<file path="src/rtl/card_guess_scorer.sv">
// card_guess_scorer: deals a card, takes a guess, scores suit/rank hits.
// Ports: clk/rst, start, card handshake, guess, display and score outputs.
module card_guess_scorer #(
  parameter int unsigned REVEAL_CYCLES = 'd50_000_000,
  parameter int unsigned ROUND_LIMIT   = 'd52,
  parameter int unsigned MAX_SCORE     = 'd99
) (
  input  logic       clk_in,
  input  logic       rst_in,
  input  logic       start_in,
  input  logic       card_valid_in,
  input  logic [1:0] card_suit_in,
  input  logic [3:0] card_rank_in,
  output logic       card_req_out,
  input  logic       guess_valid_in,
  input  logic [1:0] guess_suit_in,
  input  logic [3:0] guess_rank_in,
  output logic [1:0] suit_out,
  output logic [3:0] rank_out,
  output logic [6:0] suit_score_out,
  output logic [6:0] rank_score_out,
  output logic       reveal_out,
  output logic       suit_hit_out,
  output logic       rank_hit_out,
  output logic       game_over_out
);

  localparam int unsigned TW = $clog2(REVEAL_CYCLES + 1);

  typedef enum logic [2:0] {
    S_IDLE, S_REQ, S_WAIT, S_SCORE, S_REVEAL, S_DONE
  } state_t;

  state_t state_q, state_d;

  logic [1:0]    card_suit_q, card_suit_d;
  logic [3:0]    card_rank_q, card_rank_d;
  logic [1:0]    gsuit_q, gsuit_d;
  logic [3:0]    grank_q, grank_d;
  logic [1:0]    suit_q, suit_d;
  logic [3:0]    rank_q, rank_d;
  logic [6:0]    sscore_q, sscore_d;
  logic [6:0]    rscore_q, rscore_d;
  logic [5:0]    round_q, round_d;
  logic [TW-1:0] timer_q, timer_d;
  logic          hit_s_q, hit_s_d;
  logic          hit_r_q, hit_r_d;
  logic          req_q, req_d;
  logic          reveal_q, reveal_d;
  logic          over_q, over_d;

  function automatic logic legal_rank(input logic [3:0] r);
    return (r != 4'd0) && (r <= 4'd13);
  endfunction

  // start_in wins over any handshake in the same cycle
  logic card_ok, guess_ok, hit_s, hit_r;
  assign card_ok  = req_q && card_valid_in
                 && legal_rank(card_rank_in) && !start_in;
  assign guess_ok = (state_q == S_WAIT) && guess_valid_in
                 && legal_rank(guess_rank_in) && !start_in;
  assign hit_s    = (gsuit_q == card_suit_q);
  assign hit_r    = (grank_q == card_rank_q);

  always_ff @(posedge clk_in or posedge rst_in) begin
    if (rst_in) state_q <= S_IDLE;
    else        state_q <= state_d;
  end

  always_comb begin
    state_d = state_q;
    if (start_in) begin
      state_d = S_REQ;
    end else begin
      unique case (state_q)
        S_IDLE:   state_d = S_IDLE;
        S_REQ:    if (card_ok) state_d = S_WAIT;
        S_WAIT:   if (guess_ok) state_d = S_SCORE;
        S_SCORE:  state_d = S_REVEAL;
        S_REVEAL: begin
          if (timer_q == '0)
            state_d = (round_q == 6'(ROUND_LIMIT)) ? S_DONE : S_REQ;
        end
        S_DONE:   state_d = S_DONE;
        default:  state_d = S_IDLE;
      endcase
    end
  end

  always_comb begin
    card_suit_d = card_suit_q;
    card_rank_d = card_rank_q;
    gsuit_d     = gsuit_q;
    grank_d     = grank_q;
    suit_d      = suit_q;
    rank_d      = rank_q;
    sscore_d    = sscore_q;
    rscore_d    = rscore_q;
    round_d     = round_q;
    timer_d     = timer_q;
    hit_s_d     = hit_s_q;
    hit_r_d     = hit_r_q;
    unique case (state_q)
      S_REQ: begin
        if (card_ok) begin
          card_suit_d = card_suit_in;
          card_rank_d = card_rank_in;
        end
      end
      S_WAIT: begin
        suit_d = guess_suit_in;
        rank_d = guess_rank_in;
        if (guess_ok) begin
          gsuit_d = guess_suit_in;
          grank_d = guess_rank_in;
        end
      end
      S_SCORE: begin
        hit_s_d = hit_s;
        hit_r_d = hit_r;
        if (hit_s && sscore_q < 7'(MAX_SCORE)) sscore_d = sscore_q + 7'd1;
        if (hit_r && rscore_q < 7'(MAX_SCORE)) rscore_d = rscore_q + 7'd1;
        round_d = round_q + 6'd1;
        timer_d = TW'(REVEAL_CYCLES - 1);
        suit_d  = card_suit_q;
        rank_d  = card_rank_q;
      end
      S_REVEAL: begin
        if (timer_q != '0) begin
          timer_d = timer_q - 1'b1;
        end else begin
          hit_s_d = 1'b0;
          hit_r_d = 1'b0;
        end
      end
      default: ;
    endcase
    if (start_in) begin
      sscore_d = '0;
      rscore_d = '0;
      round_d  = '0;
      hit_s_d  = 1'b0;
      hit_r_d  = 1'b0;
    end
    // status flags are registered copies of the upcoming state
    req_d    = (state_d == S_REQ);
    reveal_d = (state_d == S_REVEAL);
    over_d   = (state_d == S_DONE);
  end

  always_ff @(posedge clk_in or posedge rst_in) begin
    if (rst_in) begin
      card_suit_q <= '0;
      card_rank_q <= '0;
      gsuit_q     <= '0;
      grank_q     <= '0;
      suit_q      <= '0;
      rank_q      <= '0;
      sscore_q    <= '0;
      rscore_q    <= '0;
      round_q     <= '0;
      timer_q     <= '0;
      hit_s_q     <= 1'b0;
      hit_r_q     <= 1'b0;
      req_q       <= 1'b0;
      reveal_q    <= 1'b0;
      over_q      <= 1'b0;
    end else begin
      card_suit_q <= card_suit_d;
      card_rank_q <= card_rank_d;
      gsuit_q     <= gsuit_d;
      grank_q     <= grank_d;
      suit_q      <= suit_d;
      rank_q      <= rank_d;
      sscore_q    <= sscore_d;
      rscore_q    <= rscore_d;
      round_q     <= round_d;
      timer_q     <= timer_d;
      hit_s_q     <= hit_s_d;
      hit_r_q     <= hit_r_d;
      req_q       <= req_d;
      reveal_q    <= reveal_d;
      over_q      <= over_d;
    end
  end

  assign card_req_out   = req_q;
  assign suit_out       = suit_q;
  assign rank_out       = rank_q;
  assign suit_score_out = sscore_q;
  assign rank_score_out = rscore_q;
  assign reveal_out     = reveal_q;
  assign suit_hit_out   = hit_s_q;
  assign rank_hit_out   = hit_r_q;
  assign game_over_out  = over_q;

endmodule
</file>
<file path="config.mk">
export PLATFORM = sky130hd
export DESIGN_NAME = card_guess_scorer
export DESIGN_NICKNAME = d
export VERILOG_FILES = /design/src/rtl/card_guess_scorer.sv
export SDC_FILE = /design/constraint.sdc
export NUM_CORES = 1
export LEC_CHECK = 0
export ABC_AREA = 0
export BUFFER_PORTS_ARGS = -buffer_cell sky130_fd_sc_hd__buf_2
export CAP_MARGIN = 20
export CORE_ASPECT_RATIO = 1.1
export CORE_MARGIN = 2
export CORE_UTILIZATION = 65
export CTS_BUF_LIST = sky130_fd_sc_hd__clkbuf_4 sky130_fd_sc_hd__clkbuf_8
export DETAILED_ROUTE_END_ITERATION = 8
export PLACE_DENSITY_LB_ADDON = 0.1
export SYNTH_ARGS = -nofsm -noshare
export SYNTH_HDL_FRONTEND = slang
export SYNTH_SLANG_ARGS = --single-unit
</file>
<file path="constraint.sdc">
create_clock -name clk_in -period 3.5 [get_ports clk_in]
set_input_delay 0.35 -clock clk_in [delete_from_list [all_inputs] [get_ports clk_in]]
set_output_delay 0.35 -clock clk_in [all_outputs]
set_load 0.02 [all_outputs]
</file>
==> run_results.csv, run 1 <==
group,metric,value,unit
power,power_density,579,nW/µm²
placed_design,hpwl,5240,µm
clock_network,h-tree-depth,3,
placed_design,io_buffers,41,
cells_and_area,drive_above_1_share,21.6,%
floorplan,pin_count,42,
timing,tns,0,ps
setup_path,worstPathMaxFanout,13,
global_routing,grt_max_degree,44,
timing,drv_slew,0,
timing,maxSlewHeadroom,42.7,%
clock_network,post_cts.repair.setup_buffers,0,
global_routing,antenna_found_initial,0,
placed_design,dp_slack,1090,ps
synth,syn_nets,380,
job,maxCapViolCount,0,
synth,yosysWarnings,0,
synth,synthArstFlopShare,100,%
clock_network,hold_buffers,0,
clock_network,cts_buffers,9,
floorplan,die-area,6290,µm²
route,dr.pass1.iters,4,
route,num_vias,2824,
synth,synth_edf_count,0,
hold_path,hold_path.class,"input port to asynchronous set/reset pin",
setup_path,worstSetupEndpointType,"flop",
clock_network,cts_buffer_depth,2,
timing,hold_viol_final,0,
timing,max_freq,402,MHz
timing,whs,79.2,ps
cells_and_area,final_util,75.9,%
floorplan,core,5430,µm²
synth,netlist_area,3690,µm²
power,p_leak,1.84,nW
clock_network,cts_resized,0,
setup_path,worstSetupStartpoint,"timer_q[14]$_DFFE_PP0P_",
route,routed_wl,7440,µm
timing,period_share,71.1,%
timing,setup_viol,0,
status,outcome,"finished clean",
timing,min_period,2490,ps
clock_network,clkSlewWorstSetupHoldPaths,70,ps
cells_and_area,final_common_cell,"dfrtp_1",
cells_and_area,diodes,0,
power,power.total,2.39,mW
clock_network,clock_sinks,72,
clock_network,clockRootBuffer,"clkbuf_8",
timing,tightest_slew,860,ps
floorplan,num_rows,28,
timing,clock_skew,10.9,ps
global_routing,grt_util_all_layers,25.8,%
timing,fin_ws,1010,ps
cells_and_area,fin_nets,421,
synth,synthCells,356,
global_routing,grt-ovfl-total,0,
route,initialDrtViolationCount,157,
synth,ys_types,55,
route,final_antenna_net_count,0,
cells_and_area,flow.area_growth_from_synthesis,11.7,%
route,wl_per_cell,15.6,µm
floorplan,initial_core_util,67.9,%
setup_path,cp.arrival,2740,ps
synth,ys_ff_latch,72,
power,ir_drop,0.560,mV
setup_path,r2r-start,"timer_q[14]$_DFFE_PP0P_",
clock_network,cts_tree,"yes",
setup_path,worstSetupPathType,"flop to flop",
route,vias_per_cell,5.92,
floorplan,die_h,83.0,µm
cells_and_area,layout.cells.most_common_list,"72 x dfrtp_1, 41 x nor2_1, 41 x buf_2",
synth,yosysSeqAreaShare,48.8,%
setup_path,start_kind,"flop",
setup_path,r2r_cells,5,
placed_design,place_congestion,0.855,
timing,rsz0062_at_grt,"no",
clock_network,clock_latency,340,ps
route,drc,0,
setup_path,required,3760,ps
floorplan,fp.dieW,75.8,µm
synth,syn_area_per_cell,10.4,µm²
global_routing,grt_pass1_wl,12400,µm
global_routing,grt_pass1_vias,2662,
synth,synth_flop_cell,"dfrtp_1",
## cells by family after synthesis
family	count (synthesis)	synth area share [%]
fa+ha+maj	7	2.37
compound gates	49	10.3
flops	72	48.8
buf+inv	23	2.95
mux	18	5.33
simple gates	161	24.0
xor+xnor	26	6.17
## registers in the layout (all words and copies together), names as in the netlist
| name | cells |
|---|---|
| rank_out | 4 |
| card_rank_q | 4 |
| rank_hit_out | 1 |
| state_q | 3 |
| grank_q | 4 |
| suit_score_out | 7 |
| game_over_out | 1 |
| reveal_out | 1 |
| round_q | 6 |
| card_req_out | 1 |
| rank_score_out | 7 |
| gsuit_q | 2 |
| timer_q | 26 |
| suit_out | 2 |
| suit_hit_out | 1 |
| card_suit_q | 2 |
## routing by layer
| metal | up-vias | GRT usage (%) | wire [µm] |
|---|---|---|---|
| met1 | 1396 | 36.9 | 3410 |
| met5 | - | 0 | 0 |
| met3 | 6 | 7.28 | 260 |
| met4 | 0 | 7.18 | 68 |
| met2 | 48 | 38.5 | 3700 |
| li1 | 1374 | - | - |
## cells in the mapped netlist, types with 3 or more instances
cell type	number	share of area, %
nor3_1	8	1.1
nand2_1	34	3.5
a31oi_1	8	1.4
xnor2_1	12	2.8
dfrtp_1	72	49
nor4b_1	3	0.71
nor4_1	11	1.9
a21oi_1	6	0.81
o31ai_1	3	0.61
o21ai_0	11	1.5
nand4_1	8	1.4
nor2_1	41	4.2
xor2_1	14	3.3
and3_1	6	1.0
o22ai_1	3	0.51
mux2i_1	5	1.4
nor2b_1	3	0.51
inv_1	10	1.0
nand3_1	14	1.9
clkbuf_1	9	0.92
ha_1	7	2.4
or3_1	7	1.2
or4_1	6	1.2
mux2_2	13	4.0
## through the flow
stage / instances / area (µm²)
5_1_grt: 477 / 4120
4_1_cts: 477 / 4120
3_5_place_dp: 461 / 3930
6_report: 477 / 4120
3_3_place_gp: 461 / 3930
2_1_floorplan: 356 / 3690
## final timing paths
| kind | to | slack, ps |
|---|---|---|
| setup / recovery | card_req_out$_DFF_PP0_ | 1010 |
| hold / removal | suit_score_out[5]$_DFFE_PP0P_ | 80 |
| setup reg to reg | card_req_out$_DFF_PP0_ | 1010 |
| hold reg to reg | timer_q[11]$_DFFE_PP0P_ | 520 |
| max in group asynchronous | grank_q[2]$_DFFE_PP0P_ | 2460 |
| min in group clk_in | card_suit_q[0]$_DFFE_PP0P_ | 240 |
## area by class of cell
type,instances,area (µm²)
clock buffers,10,131
clock inverters,6,58.8
fillers,374,1310
inverters,10,37.5
multi-input cells,261,1780
flip-flops and latches,72,1800
well taps,75,93.8
repair buffers,43,220
## power by group
part           internal [mW]  leakage (nW)  total, mW  switching (mW)
combinational          0.222         0.826      0.502           0.280
clock                  0.335         0.104      0.644           0.309
sequential              1.02         0.911       1.24           0.218
## critical path: stages, from the launching register on
cell and delay, ps:
dfrtp_1 410, nor4_1 510, nand4_2 450, nor3_1 590, o22ai_1 230, nor3_1 220
(Power assumes the default switching activity.)
==> run 2, diff against run 1 <==
Settings changed: ABC_AREA 0 to 1, CORE_UTILIZATION 65 to 61.
Clock period 3.5 ns to 2.45 ns, I/O delays scaled along.
==> run_results.csv, run 2 <==
group,metric,value,unit
setup_path,slowest_delay,390,ps
placed_design,hpwl,7150,µm
route,top_layer,"met4",
synth,synth_top_area_share,43.3,%
timing,tns,0,ps
power,p_sw_share,37.2,%
synth,synth_area_leaders,"dfrtp_1 43%, nand2_1 14%, nor2_1 7.9%",
clock_network,clock_latency,350,ps
power,p_leak,2.35,nW
timing,maxSlewHeadroom,57.7,%
synth,synth_mux_area_share,0.813,%
placed_design,place_congestion,0.958,
setup_path,critical_path_buf_inv_count,1,
floorplan,die-area,7490,µm²
timing,min_period,2060,ps
route,vias_per_cell,5.66,
power,internal_power,2.41,mW
global_routing,grt_pass1_vias,3663,
synth,synth_compound_area_share,6.05,%
synth,syn_nets,581,
setup_path,required,2670,ps
clock_network,clockRootBuffer,"clkbuf_8",
cells_and_area,final_common_cell,"nand2_1",
cells_and_area,fin_nets,626,
setup_path,slowest_stage,"dfrtp_1",
timing,period_share,83.9,%
clock_network,cts_buffers,9,
clock_network,cts_tree,"yes",
route,num_vias,3897,
timing,max_freq,486,MHz
route,wl_per_cell,14.2,µm
clock_network,clkSlewWorstSetupHoldPaths,80,ps
floorplan,initial_core_util,63.0,%
setup_path,worstSetupEndpointType,"flop",
power,power_frac_seq,44.8,%
status,outcome,"finished clean",
setup_path,worstSetupPathType,"flop to flop",
setup_path,r2r_cells,9,
cells_and_area,top_register,"timer_q",
floorplan,core,6590,µm²
job,maxCapViolCount,0,
clock_network,h-tree-depth,3,
synth,ys_ff_latch,72,
setup_path,r2r_slack,390,ps
power,ir_drop,0.568,mV
power,combPwrFrac,28.4,%
timing,hold_viol_final,0,
cells_and_area,flow.area_growth_from_synthesis,12.0,%
route,drc,0,
global_routing,grt_util_all_layers,28.6,%
route,routedLengthMet1,4190,µm
placed_design,io_buffers,41,
synth,synth_most_common_cell,"nand2_1",
synth,yosysWarnings,0,
route,wl_met3,426,µm
synth,synth_top_family_by_area,"simple AND/OR/NAND/NOR gates",
synth,synth_edf_count,0,
cells_and_area,diodes,0,
cells_and_area,drive_above_1_share,14.0,%
synth,synth_fa_ha_area_share,2.11,%
timing,fin_ws,394,ps
route,dr.pass1.iters,6,
hold_path,hold_depth,3,
cells_and_area,layout.cells.most_common_list,"156 x nand2_1, 87 x nor2_1, 72 x dfrtp_1",
setup_path,cp_cell_sequence,"inv_1, ha_1, nand3_1, nor2_1, nand3_2, nand2_2, nand2_4, nand3b_1, nand3_1",
timing,tightest_slew,634,ps
synth,syn_area_per_cell,7.46,µm²
floorplan,fp.dieW,82.7,µm
floorplan,pin_count,42,
route,routed_wl,9780,µm
setup_path,start_kind,"flop",
cells_and_area,largest_register_ffs,26,
synth,ys_types,37,
synth,synthCells,557,
synth,yosysSeqAreaShare,43.3,%
clock_network,clock_sinks,72,
power,clockPowerShare,26.8,%
synth,yosys.area.top_type,"dfrtp_1",
synth,synth-xor-area-share,3.79,%
timing,setup_viol,0,
timing,rsz0062_at_grt,"no",
global_routing,grt_max_degree,38,
cells_and_area,fill_cells,533,
hold_path,hold_path.class,"input port to flop",
clock_network,cts_buffer_depth,2,
floorplan,die_h,90.6,µm
clock_network,post_cts.repair.setup_buffers,0,
timing,drv_slew,0,
global_routing,grt-ovfl-total,0,
power,power_density,823,nW/µm²
route,final_antenna_net_count,0,
synth,synth_commonest_cells,"156 x nand2_1, 87 x nor2_1, 72 x dfrtp_1",
synth,synth-simple-area-share,37.3,%
timing,clock_skew,9.95,ps
power,net-switching-power,1.42,mW
synth,netlist_area,4160,µm²
synth,synthArstFlopShare,100,%
floorplan,num_rows,31,
setup_path,cp.arrival,2280,ps
setup_path,worstPathMaxFanout,37,
route,initialDrtViolationCount,191,
global_routing,grt_pass1_wl,16500,µm
global_routing,antenna_found_initial,0,
setup_path,cp.depth,9,
placed_design,dp_slack,454,ps
route,dr_wl_met2,4960,µm
setup_path,path_delay_family,"simple AND/OR/NAND/NOR gates",
setup_path,cpMostUsedCell,"nand3_1",
synth,synth_flop_cell,"dfrtp_1",
-- run 2: through the flow --
step                      std cells  total power, mW  cell area (µm²)  hold WS, ps  utilization (%)
after global placement          672             2.76             4440          366             67.3
final                           688             3.83             4660         91.0             70.6
after detailed placement        672             2.81             4440          367             67.3
after floorplan                 557             2.49             4160          355                -
after CTS                       688             3.83             4660         85.2             70.6
after global routing            688             4.06             4660         97.5             70.6
-- run 2: logic make-up after synthesis --
group	after synthesis
AO/OA/AOI/OAI	46
adder cells (fa/ha/maj)	7
flip-flops	72
multiplexers	3
AND/OR/NAND/NOR	346
XOR/XNOR	18
buffers and inverters	65
-- run 2: path summary, 6_finish.rpt --
kind,from,end
max in group asynchronous,rst_in,timer_q[25]$_DFFE_PP0P_
hold reg to reg,grank_q[1]$_DFFE_PP0P_,grank_q[1]$_DFFE_PP0P_
setup reg to reg,timer_q[1]$_DFFE_PP0P_,timer_q[6]$_DFFE_PP0P_
setup / recovery,timer_q[1]$_DFFE_PP0P_,timer_q[6]$_DFFE_PP0P_
min in group asynchronous,rst_in,rank_out[0]$_DFFE_PP0P_
hold / removal,card_suit_in[0],card_suit_q[0]$_DFFE_PP0P_
-- run 2: final cells by class --
class | instances | area, µm² | share of cell area (%)
Clock buffer | 9 | 124 | 2.66
Clock inverter | 6 | 85.1 | 1.83
Inverter | 52 | 196 | 4.22
Multi-Input combinational cell | 420 | 2080 | 44.7
Sequential cell | 72 | 1800 | 38.7
Tap cell | 82 | 103 | 2.20
Timing Repair Buffer | 47 | 265 | 5.70
-- run 2: timing repair --
item                      4_1_cts  5_1_grt
hold endpoints to repair       25        0
gates resized for setup         0        0
hold buffers                    1        0
-- run 2: per-layer routing --
metal,global-route usage (%),up-vias
met3,4.60,19
li1,-,1903
met5,0,-
met1,35.7,1859
met2,49.3,116
met4,9.56,0
-- run 2: power by group through the flow --
stage	combinational, mW	sequential (mW)	clock [mW]
after floorplan	0.749	1.75	0
after global placement	1.04	1.72	0
after detailed placement	1.08	1.73	0
after CTS	1.09	1.71	1.03
after global routing	1.22	1.76	1.09
final	1.09	1.72	1.03
-- run 2: worst register-to-register path, delay by kind of cell (launching register included) --
family                   cells  cell delay (ps)
adder cells (fa/ha/maj)      1              170
buffers and inverters        1              130
flip-flops                   1              390
AND/OR/NAND/NOR              7             1230
==> run 3, diff against run 2 <==
Clock period 2.45 ns to 2.1 ns, I/O delays scaled along.
==> run_results.csv, run 3 (synthesis gave the netlist of run 2 again) <==
group,metric,value,unit
status,outcome,"finished clean",
clock_network,clock_latency,350,ps
route,vias_per_cell,5.58,
floorplan,pin_count,42,
setup_path,required,2380,ps
cells_and_area,fin_nets,630,
power,ir_drop,0.705,mV
setup_path,worstSetupEndpointType,"flop",
floorplan,initial_core_util,63.0,%
hold_path,holdCritStartpoint,"card_suit_in[0]",
cells_and_area,layout.cells.most_common_list,"156 x nand2_1, 87 x nor2_1, 72 x dfrtp_1",
placed_design,place_congestion,0.985,
setup_path,r2r-start,"timer_q[0]$_DFFE_PP0P_",
cells_and_area,drive_above_1_share,14.7,%
power,power.total,4.33,mW
route,routed_wl,9580,µm
job,maxCapViolCount,0,
setup_path,r2r_cells,11,
placed_design,io_buffers,41,
cells_and_area,largest_register_ffs,26,
cells_and_area,final_common_cell,"nand2_1",
timing,rsz0062_at_grt,"no",
global_routing,grt_util_all_layers,28.0,%
timing,min_period,1850,ps
setup_path,r2r_slack,250,ps
global_routing,grt_pass1_wl,16400,µm
clock_network,clock_sinks,72,
cells_and_area,top_register,"timer_q",
setup_path,worstSetupPathType,"flop to flop",
floorplan,die_h,90.6,µm
route,drc,0,
floorplan,num_rows,31,
timing,period_share,88.0,%
floorplan,fp.dieW,82.7,µm
power,power_density,927,nW/µm²
cells_and_area,stdcell_count,693,
route,num_vias,3864,
timing,max_freq,541,MHz
cells_and_area,flow.area_growth_from_synthesis,12.3,%
clock_network,hold_buffers,1,
hold_path,hold_path.class,"input port to flop",
placed_design,placed_area,4470,µm²
setup_path,cp.arrival,2120,ps
clock_network,h-tree-depth,3,
timing,setup_viol,0,
global_routing,antenna_found_initial,0,
cells_and_area,final_util,70.8,%
timing,clock_skew,7.26,ps
route,final_antenna_net_count,0,
setup_path,worstPathMaxFanout,11,
hold_path,holdPathEnd,"card_suit_q[0]$_DFFE_PP0P_",
cells_and_area,fin_area,4670,µm²
cells_and_area,diodes,0,
hold_path,hold_depth,3,
timing,tightest_slew,442,ps
timing,maxSlewHeadroom,70.3,%
placed_design,dp.cells,676,
placed_design,hpwl,7050,µm
clock_network,cts_buffer_depth,2,
power,p_leak,2.35,nW
clock_network,cts_buffers,9,
setup_path,start_kind,"flop",
clock_network,cts_resized,0,
global_routing,grt-ovfl-total,0,
clock_network,post_cts.repair.setup_buffers,0,
clock_network,clkSlewWorstSetupHoldPaths,80,ps
timing,drv_slew,0,
timing,hold_viol_final,0,
route,dr.pass1.iters,5,
clock_network,cts_tree,"yes",
floorplan,die-area,7490,µm²
global_routing,grt_pass1_vias,3695,
timing,tns,0,ps
clock_network,clockRootBuffer,"clkbuf_8",
route,wl_per_cell,13.8,µm
global_routing,grt_max_degree,73,
floorplan,core,6590,µm²
setup_path,r2r_end,"card_req_out$_DFF_PP0_",
route,initialDrtViolationCount,222,
run 3: routing by layer:
layer	global-route usage, %	up-vias	wire [µm]
li1	-	1904	-
met1	35.8	1826	4190
met2	46.4	114	4780
met3	5.10	20	387
met4	10.5	0	218
met5	0	-	0
run 3: worst max-delay path by stage:
stage                     slack [ps]  cells past startpoint                          to                   start
after floorplan                   70                      1  card_rank_q[0]$_DFFE_PP0P_                  rst_in
final                            250                     11      card_req_out$_DFF_PP0_  timer_q[0]$_DFFE_PP0P_
after global routing              60                     11      card_req_out$_DFF_PP0_  timer_q[0]$_DFFE_PP0P_
after detailed placement         310                      9     timer_q[17]$_DFFE_PP0P_  timer_q[0]$_DFFE_PP0P_
after CTS                        270                     11      card_req_out$_DFF_PP0_  timer_q[0]$_DFFE_PP0P_
after global placement           370                     11      card_req_out$_DFF_PP0_  timer_q[0]$_DFFE_PP0P_
run 3: worst max-delay path, stage by stage, from the launching register on:
cell and delay, ps:
dfrtp_1 380, inv_1 140, ha_1 170, nand3_1 80
nor2_1 160, nand3_2 140, nand2_2 130, buf_4 180
nand3_1 100, nand2_1 110, inv_1 60, nor2_1 110
run 3: area by class of cell:
type / count / area, µm²
Timing Repair Buffer: 51 / 295
Tap cell: 82 / 103
Sequential cell: 72 / 1800
Clock inverter: 4 / 27.5
Multi-Input combinational cell: 420 / 2080
Clock buffer: 12 / 165
Fill cell: 540 / 1920
Inverter: 52 / 196
run 3: where the power goes:
group          total (mW)  switching, mW  internal [mW]
Combinational        1.26          0.815          0.441
Clock                1.05          0.529          0.523
Sequential           2.02          0.307           1.71
run 3: stage by stage:
| stage | setup slack [ps] | hold WS, ps |
|---|---|---|
| finish | 252 | 52.7 |
| global route | 57.0 | 62.8 |
| floorplan | 65.1 | 320 |
| CTS | 272 | 46.5 |
| detailed placement | 308 | 319 |
| global placement | 371 | 321 |
